==> src/rtl/maze_pkg.sv <==
// Shared constants and types for the 5x5 maze Q-learning datapath.
package maze_pkg;

  localparam int GRID_DIM   = 5;
  localparam int NUM_STATES = 25;
  localparam int GOAL_STATE = 25;
  localparam int Q_W        = 16;

  localparam int NUM_HOLES = 8;
  localparam logic [5:0] HOLES [NUM_HOLES] = '{6'd3, 6'd4, 6'd7, 6'd13, 6'd14, 6'd17, 6'd19, 6'd22};

  localparam logic [3:0] ACT_UP    = 4'b0001;
  localparam logic [3:0] ACT_RIGHT = 4'b0010;
  localparam logic [3:0] ACT_DOWN  = 4'b0100;
  localparam logic [3:0] ACT_LEFT  = 4'b1000;

  typedef enum logic [1:0] {IDLE, READ, WAIT, OUT} sel_state_t;

  function automatic logic [3:0] act_onehot(input logic [1:0] idx);
    case (idx)
      2'd0:    act_onehot = ACT_UP;
      2'd1:    act_onehot = ACT_RIGHT;
      2'd2:    act_onehot = ACT_DOWN;
      default: act_onehot = ACT_LEFT;
    endcase
  endfunction

endpackage

==> src/rtl/action_selector_if.sv <==
// Request, Q-table read port and action handshake of the action selector.
interface action_selector_if #(
  parameter int Q_W     = maze_pkg::Q_W,
  parameter int STATE_W = 6,
  parameter int EPS_W   = 8
);
  import maze_pkg::*;

  logic                  start;
  logic [STATE_W-1:0]    state;
  logic [EPS_W-1:0]      epsilon;
  logic                  q_rd_en;
  logic [STATE_W+1:0]    q_rd_addr;
  logic signed [Q_W-1:0] q_rd_data;
  logic [3:0]            action;
  logic                  action_valid;
  logic                  action_ready;
  logic                  explored;
  logic                  illegal;
  logic                  busy;

  modport master (
    input  start, state, epsilon, q_rd_data, action_ready,
    output q_rd_en, q_rd_addr, action, action_valid, explored, illegal, busy
  );

  modport slave (
    output start, state, epsilon, q_rd_data, action_ready,
    input  q_rd_en, q_rd_addr, action, action_valid, explored, illegal, busy
  );

endinterface

==> src/rtl/lfsr16.sv <==
// 16-bit Galois LFSR (taps 16'hB400) stepping once per advance pulse.
module lfsr16 #(
  parameter logic [15:0] SEED = 16'hACE1
) (
  input  logic        clk,
  input  logic        rst_n,
  input  logic        advance,
  output logic [15:0] value
);
  import maze_pkg::*;

  localparam logic [15:0] TAPS = 16'hB400;

  always_ff @(posedge clk or negedge rst_n) begin
    if (!rst_n)
      value <= SEED;
    else if (advance)
      value <= {1'b0, value[15:1]} ^ (value[0] ? TAPS : 16'h0000);
  end

endmodule

==> src/rtl/action_selector.sv <==
// Epsilon-greedy action selector: explores with a legal random move or reads
// the four Q-values of the current state and picks the legal maximum.
module action_selector #(
  parameter int          Q_W       = maze_pkg::Q_W,
  parameter int          STATE_W   = 6,
  parameter int          EPS_W     = 8,
  parameter logic [15:0] LFSR_SEED = 16'hACE1
) (
  input logic                clk,
  input logic                rst_n,
  action_selector_if.master  bus
);
  import maze_pkg::*;

  sel_state_t fsm, fsm_nx;

  logic [3:0]            mask_q;
  logic [1:0]            idx_q;
  logic                  rd_pend_q;
  logic                  have_max_q;
  logic [3:0]            act_q;
  logic                  expl_q;
  logic                  ill_q;

  logic [STATE_W-1:0]    st_q;
  logic [1:0]            rd_idx_q;
  logic signed [Q_W-1:0] max_q;
  logic [1:0]            max_idx_q;

  logic [STATE_W-1:0]    s0, row, col;
  logic                  state_ok, one_legal, explore_hit, take, accept;
  logic [3:0]            mask_in;
  logic [2:0]            first, nxt;
  logic [1:0]            best_idx;

  logic [15:0]           lfsr_val;
  logic                  lfsr_unused;

  // Lowest legal index at or above lo; bit 2 flags that one exists.
  function automatic logic [2:0] find_from(input logic [3:0] m, input int lo);
    find_from = 3'b000;
    for (int i = 3; i >= 0; i--)
      if (i >= lo && m[i]) find_from = {1'b1, 2'(i)};
  endfunction

  // First legal index starting at base, wrapping upward mod 4.
  function automatic logic [3:0] pick_explore(input logic [3:0] m, input logic [1:0] base);
    logic [1:0] j;
    pick_explore = 4'b0000;
    for (int k = 3; k >= 0; k--) begin
      j = base + 2'(k);
      if (m[j]) pick_explore = act_onehot(j);
    end
  endfunction

  assign accept = (fsm == IDLE) && bus.start;

  lfsr16 #(.SEED(LFSR_SEED)) u_lfsr (
    .clk     (clk),
    .rst_n   (rst_n),
    .advance (accept),
    .value   (lfsr_val)
  );

  assign lfsr_unused = ^lfsr_val[15:10];

  always_comb begin
    state_ok = (bus.state >= STATE_W'(1)) && (bus.state <= STATE_W'(NUM_STATES));
    s0       = bus.state - STATE_W'(1);
    row      = s0 / STATE_W'(GRID_DIM);
    col      = s0 - row * STATE_W'(GRID_DIM);
    mask_in  = 4'b0000;
    if (state_ok)
      mask_in = {col != '0, row != STATE_W'(GRID_DIM - 1), col != STATE_W'(GRID_DIM - 1), row != '0};
    one_legal   = (mask_in != 4'b0000) && ((mask_in & (mask_in - 4'd1)) == 4'b0000);
    explore_hit = lfsr_val[7:0] < bus.epsilon;
    first       = find_from(mask_in, 0);
    nxt         = find_from(mask_q, int'(idx_q) + 1);
    // The first returned value seeds the maximum; strict > keeps the lowest index on ties.
    take        = rd_pend_q && (!have_max_q || (bus.q_rd_data > max_q));
    best_idx    = take ? rd_idx_q : max_idx_q;
  end

  always_comb begin
    fsm_nx = fsm;
    case (fsm)
      IDLE: if (bus.start) fsm_nx = (!state_ok || explore_hit || one_legal) ? OUT : READ;
      READ: if (!nxt[2]) fsm_nx = WAIT;
      WAIT: fsm_nx = OUT;
      OUT:  if (bus.action_ready) fsm_nx = IDLE;
      default: fsm_nx = IDLE;
    endcase
  end

  always_ff @(posedge clk or negedge rst_n) begin
    if (!rst_n) begin
      fsm        <= IDLE;
      mask_q     <= 4'b0000;
      idx_q      <= 2'd0;
      rd_pend_q  <= 1'b0;
      have_max_q <= 1'b0;
      act_q      <= 4'b0000;
      expl_q     <= 1'b0;
      ill_q      <= 1'b0;
    end else begin
      fsm       <= fsm_nx;
      rd_pend_q <= (fsm == READ);
      if (rd_pend_q) have_max_q <= 1'b1;
      case (fsm)
        IDLE: if (bus.start) begin
          mask_q     <= mask_in;
          idx_q      <= first[1:0];
          have_max_q <= 1'b0;
          act_q      <= 4'b0000;
          expl_q     <= 1'b0;
          ill_q      <= 1'b0;
          if (!state_ok) begin
            ill_q <= 1'b1;
          end else if (explore_hit) begin
            act_q  <= pick_explore(mask_in, lfsr_val[9:8]);
            expl_q <= 1'b1;
          end else if (one_legal) begin
            act_q <= mask_in;
          end
        end
        READ: idx_q <= nxt[1:0];
        WAIT: act_q <= act_onehot(best_idx);
        OUT: if (bus.action_ready) begin
          act_q  <= 4'b0000;
          expl_q <= 1'b0;
          ill_q  <= 1'b0;
        end
        default: ;
      endcase
    end
  end

  always_ff @(posedge clk) begin
    if (accept) st_q <= bus.state;
    rd_idx_q <= idx_q;
    if (take) begin
      max_q     <= bus.q_rd_data;
      max_idx_q <= rd_idx_q;
    end
  end

  assign bus.q_rd_en      = (fsm == READ);
  assign bus.q_rd_addr    = (fsm == READ) ? {st_q, idx_q} : '0;
  assign bus.action_valid = (fsm == OUT);
  assign bus.action       = act_q;
  assign bus.explored     = expl_q;
  assign bus.illegal      = ill_q;
  assign bus.busy         = (fsm != IDLE);

endmodule

==> src/flat_wrapper.sv <==
// flat-port wrapper written by rule: the top's interface ports become plain ports
module action_selector_flat import maze_pkg::*;
#(
  parameter int          Q_W       = maze_pkg::Q_W,
  parameter int          STATE_W   = 6,
  parameter int          EPS_W     = 8,
  parameter logic [15:0] LFSR_SEED = 16'hACE1
)
  (clk, rst_n, bus_start, bus_state, bus_epsilon, bus_q_rd_data, bus_action_ready, bus_q_rd_en, bus_q_rd_addr, bus_action, bus_action_valid, bus_explored, bus_illegal, bus_busy);
  action_selector_if #(.Q_W(Q_W), .STATE_W(STATE_W), .EPS_W(EPS_W)) bus_i ();
  input logic clk;
  input logic rst_n;
  input wire logic [$bits(bus_i.start)-1:0] bus_start;
  input wire logic [$bits(bus_i.state)-1:0] bus_state;
  input wire logic [$bits(bus_i.epsilon)-1:0] bus_epsilon;
  input wire logic [$bits(bus_i.q_rd_data)-1:0] bus_q_rd_data;
  input wire logic [$bits(bus_i.action_ready)-1:0] bus_action_ready;
  output wire logic [$bits(bus_i.q_rd_en)-1:0] bus_q_rd_en;
  output wire logic [$bits(bus_i.q_rd_addr)-1:0] bus_q_rd_addr;
  output wire logic [$bits(bus_i.action)-1:0] bus_action;
  output wire logic [$bits(bus_i.action_valid)-1:0] bus_action_valid;
  output wire logic [$bits(bus_i.explored)-1:0] bus_explored;
  output wire logic [$bits(bus_i.illegal)-1:0] bus_illegal;
  output wire logic [$bits(bus_i.busy)-1:0] bus_busy;
  assign bus_i.start = bus_start;
  assign bus_i.state = bus_state;
  assign bus_i.epsilon = bus_epsilon;
  assign bus_i.q_rd_data = bus_q_rd_data;
  assign bus_i.action_ready = bus_action_ready;
  assign bus_q_rd_en = bus_i.q_rd_en;
  assign bus_q_rd_addr = bus_i.q_rd_addr;
  assign bus_action = bus_i.action;
  assign bus_action_valid = bus_i.action_valid;
  assign bus_explored = bus_i.explored;
  assign bus_illegal = bus_i.illegal;
  assign bus_busy = bus_i.busy;
  action_selector #(.Q_W(Q_W), .STATE_W(STATE_W), .EPS_W(EPS_W), .LFSR_SEED(LFSR_SEED)) u_core (.clk(clk), .rst_n(rst_n), .bus(bus_i));
endmodule
==> config.mk <==
export PLATFORM = sky130hd
export DESIGN_NAME = action_selector_flat
export DESIGN_NICKNAME = d
export VERILOG_FILES = /design/src/rtl/maze_pkg.sv /design/src/rtl/action_selector_if.sv /design/src/rtl/lfsr16.sv /design/src/rtl/action_selector.sv /design/src/flat_wrapper.sv
export SDC_FILE = /design/constraint.sdc
export NUM_CORES = 1
export LEC_CHECK = 0
export ABC_AREA = 0
export CORE_MARGIN = 5
export CORE_UTILIZATION = 49
export CTS_CLUSTER_SIZE = 10
export DETAILED_ROUTE_END_ITERATION = 12
export GPL_TIMING_DRIVEN = 0
export PLACE_DENSITY = 0.71
export SETUP_SLACK_MARGIN = 0.02
export SLEW_MARGIN = 25
export SYNTH_ARGS = -nofsm -noshare
export SYNTH_HDL_FRONTEND = slang
export SYNTH_SLANG_ARGS = --single-unit
==> constraint.sdc <==
create_clock -name clk -period 3.3 [get_ports clk]
set_clock_uncertainty 0.05 [all_clocks]
set_input_delay 0.825 -clock clk [delete_from_list [all_inputs] [get_ports clk]]
set_output_delay 0.825 -clock clk [all_outputs]
set_load 0.1 [all_outputs]
==> impl_results.md, run 1 <==
* Result of the run: finished with violations
* Violations in the final reports: setup timing
* Number of levels the H-tree was split into at 3
* Detailed-router iteration count before antenna repair at 5
* Post-DP HPWL at 8650 microns
* Total via count after detailed routing at 4347
* Number of library cell types mapped by synthesis at 90
* Gate count after technology mapping at 512
* Crit path depth at 25
* Final design utilization at 0.677
* Hold_buf cts at 0
* Max Slew Vio Count at 0
* Kind of path behind the tightest hold check: reg -> reg
* Final setup vio count at 8
* Maximum number of pins on one net before global-route repair at 32
* Initial cell density of the core at 0.504
* Flop pwr share at 0.263
* Buffering stage count on the worst path with inverters included at 8
* Share of flip-flops with an asynchronous set or reset after synthesis at 0.544
* Iter 0 DRT Violations at 268
* Slack of the worst reg-to-reg path at 0.20 ns
* Clock tree from TritonCTS: yes
* Number of flip-flops and latches in the synthesized netlist at 57
* Crit. End Element: register
* Max-Cap Viols at 0
* Part of the cycle the worst path needs at 1.51
* Synthesis warning total at 0
* Gate family responsible for the most delay along the worst path: compound AO/OA/AOI/OAI gates
* Cell internal pwr at 2.42 mW
* Routed length per instance at 16.8 microns
* Fraction of final layout cells with drive strength greater than 1 at 0.295
* Placeable core region at 9280 sq um
* WHS at 0.442 ns
* Startpoint of the worst hold path: u_core.u_lfsr.value[10]
* Logic gate share of total power at 0.576
* Clock tree buffer depth at 2
* Reg-to-reg startpoint: u_core.max_q[11]
* Arrival @ worst endpoint at 5.14 ns
* Number of flops mapped to enable cells by yosys at 22
* Number of buffers added by the clock tree synthesis step at 9
* GRT Resource Usage Total at 0.222
* R2r endpoint: u_core.bus.action[0]
* Initial antenna violation count at 0
* Minimum setup slack after placement at -3.09 ns
* Worst VDD drop at 394 uV
* Drc violations at 0
* Top fanout value on the critical path at 10
* Routed Wire Length at 12500 microns
* Global route overflow at 0
* Relative contribution of the clock network to total power at 0.161
* Relative area change from synthesis to final layout at 34.2%
* Minimum setup slack in the final design at -1.67 ns
* Antenna violation net count after detailed routing at 0
* Critical path required time at 3.47 ns
* Number of cells on the worst hold path at 2
* Critical Setup Path Class: in -> reg
* Final critical path time including I/O delays and setup at 4.97 ns
* Root buffer selected by CTS: clkbuf_8
* TritonCTS Sinks at 57
* Clock transition at the registers of the reported paths at 0.07 ns
* Die extent in y at 108 microns
* Logic depth of the worst register-to-register path at 12
* Cell repeated most along the worst path: buf_4
* CP startpoint kind: input port
* Sequential element share of the synthesized area at 0.326
* Worst Max-Slew Pin Slew at 1.01 ns
* Number of top-level pins at 51
* Highest Clock Rate at 201 MHz
* Number of nets in the synthesized netlist at 590
* Commonest cells in the synthesized netlist: inv_1 (43), nand2_1 (42), ha_1 (41), nor2_1 (35), o21ai_0 (33)
* Total Negative Setup Slacks at -12.59 ns
* Worst Hold Endpoint: u_core.u_lfsr.value[10]
* Most numerous cell in the Yosys netlist: inv_1
* Top cells by area, synth: edfxtp_1 (14%), dfrtp_1 (12%), ha_1 (11%)
* Net switching component of the power at 2.09 mW
* # diodes at 0
* Average size of a mapped cell at 9.14 sq um
* Post-DR vias/cell at 5.85
* Slew headroom at 0.330
* Number of I/O port buffers at 50
* Switching Share at 0.464
* Critical path's largest stage delay at 0.45 ns
* Main flop type after synthesis: dfrtp_1
* Floorplan die area at 11600 sq um
* Portion of synthesized cell area occupied by the leading cell type at 0.141
* Overall power of the completed layout at 4.51 mW
* Nets at 687
* Placer Congestion at 0.911
* CP max stage cell: or3b_4
* Cell type contributing the most total cell area after synthesis: edfxtp_1
* Clock Latency Late Sink at 0.34 ns
* Unrepaired setup endpoints after global routing: yes
* Core Rows at 35
* Standby leakage power at 2.68 nW
* Total count of hold-check failures in the final report at 0
* Wire length of the first global-routing pass at 20700 microns
* Pwr Density at 718 nW/um^2
* Cell area after synthesis at 4680 sq um
* Via count of the first global-routing pass at 4296
* X dimension of the die at 108 microns
## placed cells by master, fill, tap and decap left out, drive strengths merged, types with 9 or more instances in the layout
cell           count
a21o               9
a21oi             27
a31oi             10
and2               9
buf               53
clkbuf            21
clkdlybuf4s15      9
clkdlybuf4s50     33
dfrtp             23
edfxtp            22
ha                41
inv               44
mux2              16
mux2i             10
nand2             42
nand3             12
nor2              36
nor3              10
o21ai             39
xnor2             10
## metrics by stage
step                cell area (sq um)  instances
finish                           6280        743
global route                     6280        743
CTS                              6060        736
detailed placement               5420        691
global placement                 5430        691
floorplan                        4760        512
## final cells by class
type                       count  area, sq um
buffer                        21          176
clock buffer                  13          180
clock inverter                 3         43.8
fill                         723         3000
inverter                      45          185
multi-input combinational    389         3190
sequential                    57         1530
tap                          129          161
timing repair buffer          86          822
## layer usage
layer,track usage,up-vias,routed length (microns)
met3,0.0414,29,745
met2,0.381,153,6070
li1,-,2080,-
met1,0.270,2085,5320
met5,0,-,0
met4,0.0965,0,335
## worst max path at each step
stage                       startpoint                    to  slack (ns)
after floorplan           bus_state[0]  u_core.bus.action[3]       -1.71
after detailed placement  bus_state[0]  u_core.bus.action[3]       -3.09
final                     bus_state[4]  u_core.bus.action[3]       -1.67
after global placement    bus_state[0]  u_core.bus.action[3]       -3.07
after global routing      bus_state[0]  u_core.bus.action[0]       -1.85
after CTS                 bus_state[0]  u_core.bus.action[3]       -1.70
## timing repair
| action | in CTS | in global routing |
|---|---|---|
| setup buffers | 29 | 7 |
| pin swaps | 24 | 25 |
| setup endpoints to repair | 19 | 13 |
| resized for setup | 85 | 39 |
## power by group through the flow
| stage | clock, mW | combinational [mW] | sequential (mW) |
|---|---|---|---|
| after floorplan | 0 | 1.64 | 1.35 |
| after global placement | 0 | 2.29 | 1.19 |
| after global routing | 0.769 | 2.83 | 1.22 |
| after detailed placement | 0 | 2.34 | 1.20 |
| after CTS | 0.731 | 2.44 | 1.19 |
| final | 0.724 | 2.60 | 1.19 |
## cell families (layout without fill, tap and decap cells)
group                      count (synthesis)  count (layout)  share of synthesized area
AOI/OAI and AO/OA                        146             146                      0.217
DFF                                       57              57                      0.326
adders and majority gates                 44              44                      0.122
xor gates and xnor gates                  12              12                     0.0241
buffers and inverters                     66             168                     0.0599
and+or+nand+nor                          160             160                      0.185
muxes                                     27              27                     0.0655
## flip-flops by register name, summed over array words and instances (netlist names)
name,count
u_core.fsm,2
u_core.max_idx_q,2
u_core.rd_pend_q,1
u_core.bus.illegal,1
u_core.u_lfsr.value,16
u_core.rd_idx_q,2
u_core.max_q,16
u_core.idx_q,2
u_core.st_q,6
u_core.mask_q,3
u_core.bus.explored,1
u_core.bus.action,4
u_core.have_max_q,1
## worst min-delay path, cell delays in order, from the launching register on
cell and delay (ns):
dfstp_2 0.37, nand2_1 0.05, o21ai_0 0.07
Note: power is estimated with default switching activity, not from simulation.
==> run 2, diff against run 1 <==
MAX_ROUTING_LAYER = met4   (was default)
==> impl_results.md, run 2 (same netlist as run 1, synthesis figures left out) <==
* Floorplan die area at 11600 sq um
* Placed standard-cell area at 5440 sq um
* Critical path required time at 3.46 ns
* Minimum setup slack in the final design at -1.67 ns
* Routed Wire Length at 12700 microns
* Registers with the most flip-flops: u_core.max_q (16), u_core.u_lfsr.value (16), u_core.st_q (6)
* Maximum number of pins on one net before global-route repair at 28
* Crit. End Element: register
* CP startpoint kind: input port
* Initial cell density of the core at 0.504
* Net switching component of the power at 2.03 mW
* Relative area change from synthesis to final layout at 32.9%
* Worst Setup SP: bus_state[1]
* Violations in the final reports: setup timing
* Root buffer selected by CTS: clkbuf_8
* Number of levels the H-tree was split into at 3
* Wire length on met2 at 6400 microns
* Highest Clock Rate at 201 MHz
* Kind of path behind the tightest hold check: in -> async
* Total count of hold-check failures in the final report at 0
* Total Negative Setup Slacks at -12.77 ns
* WHS at 0.264 ns
* Cell area after layout at 6220 sq um
* Clock Latency Late Sink at 0.33 ns
* Post-DR vias/cell at 5.82
* Clock tree buffer depth at 2
* Reg-to-reg startpoint: u_core.max_q[9]
* Placer Congestion at 0.917
* Max Slew Vio Count at 0
* Clock transition at the registers of the reported paths at 0.06 ns
* Most used cells in the layout excluding fill and tap cells: buf_4 (44), nand2_1 (42), inv_1 (40)
* Antenna violation net count after detailed routing at 0
* X dimension of the die at 108 microns
* Last element of the critical path: u_core.bus.action[3]
* Pwr Density at 687 nW/um^2
* Overall power of the completed layout at 4.27 mW
* Final setup vio count at 8
* GRT Resource Usage Total at 0.234
* Logic gate share of total power at 0.594
* Iter 0 DRT Violations at 268
* Result of the run: finished with violations
* Top fanout value on the critical path at 7
* Core Rows at 35
* Final cell count without fillers at 753
* Part of the cycle the worst path needs at 1.51
* Unrepaired setup endpoints after global routing: yes
* Worst Max-Slew Pin Slew at 1.02 ns
* Total via count after detailed routing at 4382
* Top layer reached by signal wires: met4
* Relative contribution of the clock network to total power at 0.128
* Clock tree from TritonCTS: yes
* Routed length per instance at 16.9 microns
* Fraction of final layout cells with drive strength greater than 1 at 0.285
* Standby leakage power at 2.69 nW
* Die extent in y at 108 microns
* Nets at 697
* Met3 routed wirelength at 740 microns
* Slack of the worst reg-to-reg path at 0.31 ns
* Cell internal pwr at 2.24 mW
* Wire length of the first global-routing pass at 21300 microns
* Global route overflow at 0
* Number of I/O port buffers at 50
* Detailed-router iteration count before antenna repair at 5
* R2r endpoint: u_core.bus.action[1]
* Max-Cap Viols at 0
* Final critical path time including I/O delays and setup at 4.97 ns
* Via count of the first global-routing pass at 4387
* Post-DP HPWL at 9030 microns
* TritonCTS Sinks at 57
* Flop pwr share at 0.279
* Worst VDD drop at 320 uV
* Arrival @ worst endpoint at 5.13 ns
* Number of top-level pins at 51
* Number of buffers added by the clock tree synthesis step at 9
* Critical Setup Path Class: in -> reg
* Length of routed wiring on met1 at 5300 microns
* # diodes at 0
* Initial antenna violation count at 0
* Slew headroom at 0.323
* Placeable core region at 9280 sq um
* Drc violations at 0
* Switching Share at 0.476
* Logic depth of the worst register-to-register path at 12
* Commonest non-fill, non-tap cell in the layout: buf_4
* Number of fill cells in the layout at 759
* Inst Count DP at 692
==> run 2: cell type report <==
class	count	area, sq um	area share
multi-input cells	389	3110	0.500
well taps	129	161	0.0260
flip-flops and latches	57	1530	0.246
inverters	45	179	0.0288
repair buffers	96	897	0.144
plain buffers	21	181	0.0292
clock inverters	5	22.5	0.00362
clock buffers	11	141	0.0227
==> run 2: worst min path at each step <==
stage	from	to	slack [ns]	cells past startpoint
finish	rst_n	u_core.bus.action[1]	0.26	1
global route	rst_n	u_core.bus.action[3]	0.25	1
global placement	u_core.idx_q[0]	u_core.rd_idx_q[0]	0.41	0
CTS	rst_n	u_core.bus.action[3]	0.25	1
floorplan	u_core.idx_q[0]	u_core.rd_idx_q[0]	0.36	0
detailed placement	u_core.idx_q[0]	u_core.rd_idx_q[0]	0.42	0
==> run 2: repair_timing <==
item                                    4_1_cts  5_1_grt
hold buffers                                  0        0
endpoints found under the setup margin       20       14
pin swaps                                    26       14
setup buffers                                41        5
gates resized for setup                      91       22
==> run 2: layer usage <==
layer  vias up  track usage
met5         -            -
met3        28       0.0426
met1      2122        0.277
met4         0       0.0821
met2       146        0.399
li1       2086            -
==> run 2: power by group through the flow <==
| stage | logic [mW] | registers [mW] | clock network, mW |
|---|---|---|---|
| after floorplan | 1.64 | 1.35 | 0 |
| after global placement | 2.29 | 1.19 | 0 |
| after detailed placement | 2.35 | 1.20 | 0 |
| after CTS | 2.47 | 1.19 | 0.565 |
| after global routing | 2.76 | 1.22 | 0.601 |
| final | 2.54 | 1.19 | 0.547 |
==> run 2: metrics by stage <==
step / setup slack, ns / utilization
floorplan: -1.71 / -
global placement: -3.03 / 0.585
CTS: -1.65 / 0.658
detailed placement: -3.11 / 0.586
finish: -1.67 / 0.670
global route: -1.86 / 0.670
==> run 2: worst max-delay path: stages <==
cell	delay, ns
buf_12	0.08
buf_12	0.11
inv_6	0.04
ha_4	0.19
or3_4	0.40
o2111ai_2	0.17
o2111a_2	0.25
o21a_4	0.14
o21ai_2	0.05
o211ai_1	0.13
ha_2	0.23
inv_2	0.03
fa_1	0.44
ha_2	0.20
nand3b_1	0.17
or3_4	0.33
mux2_4	0.27
nor3b_4	0.24
nand3_2	0.12
a2111o_1	0.48
nand4_1	0.12
a31oi_1	0.09
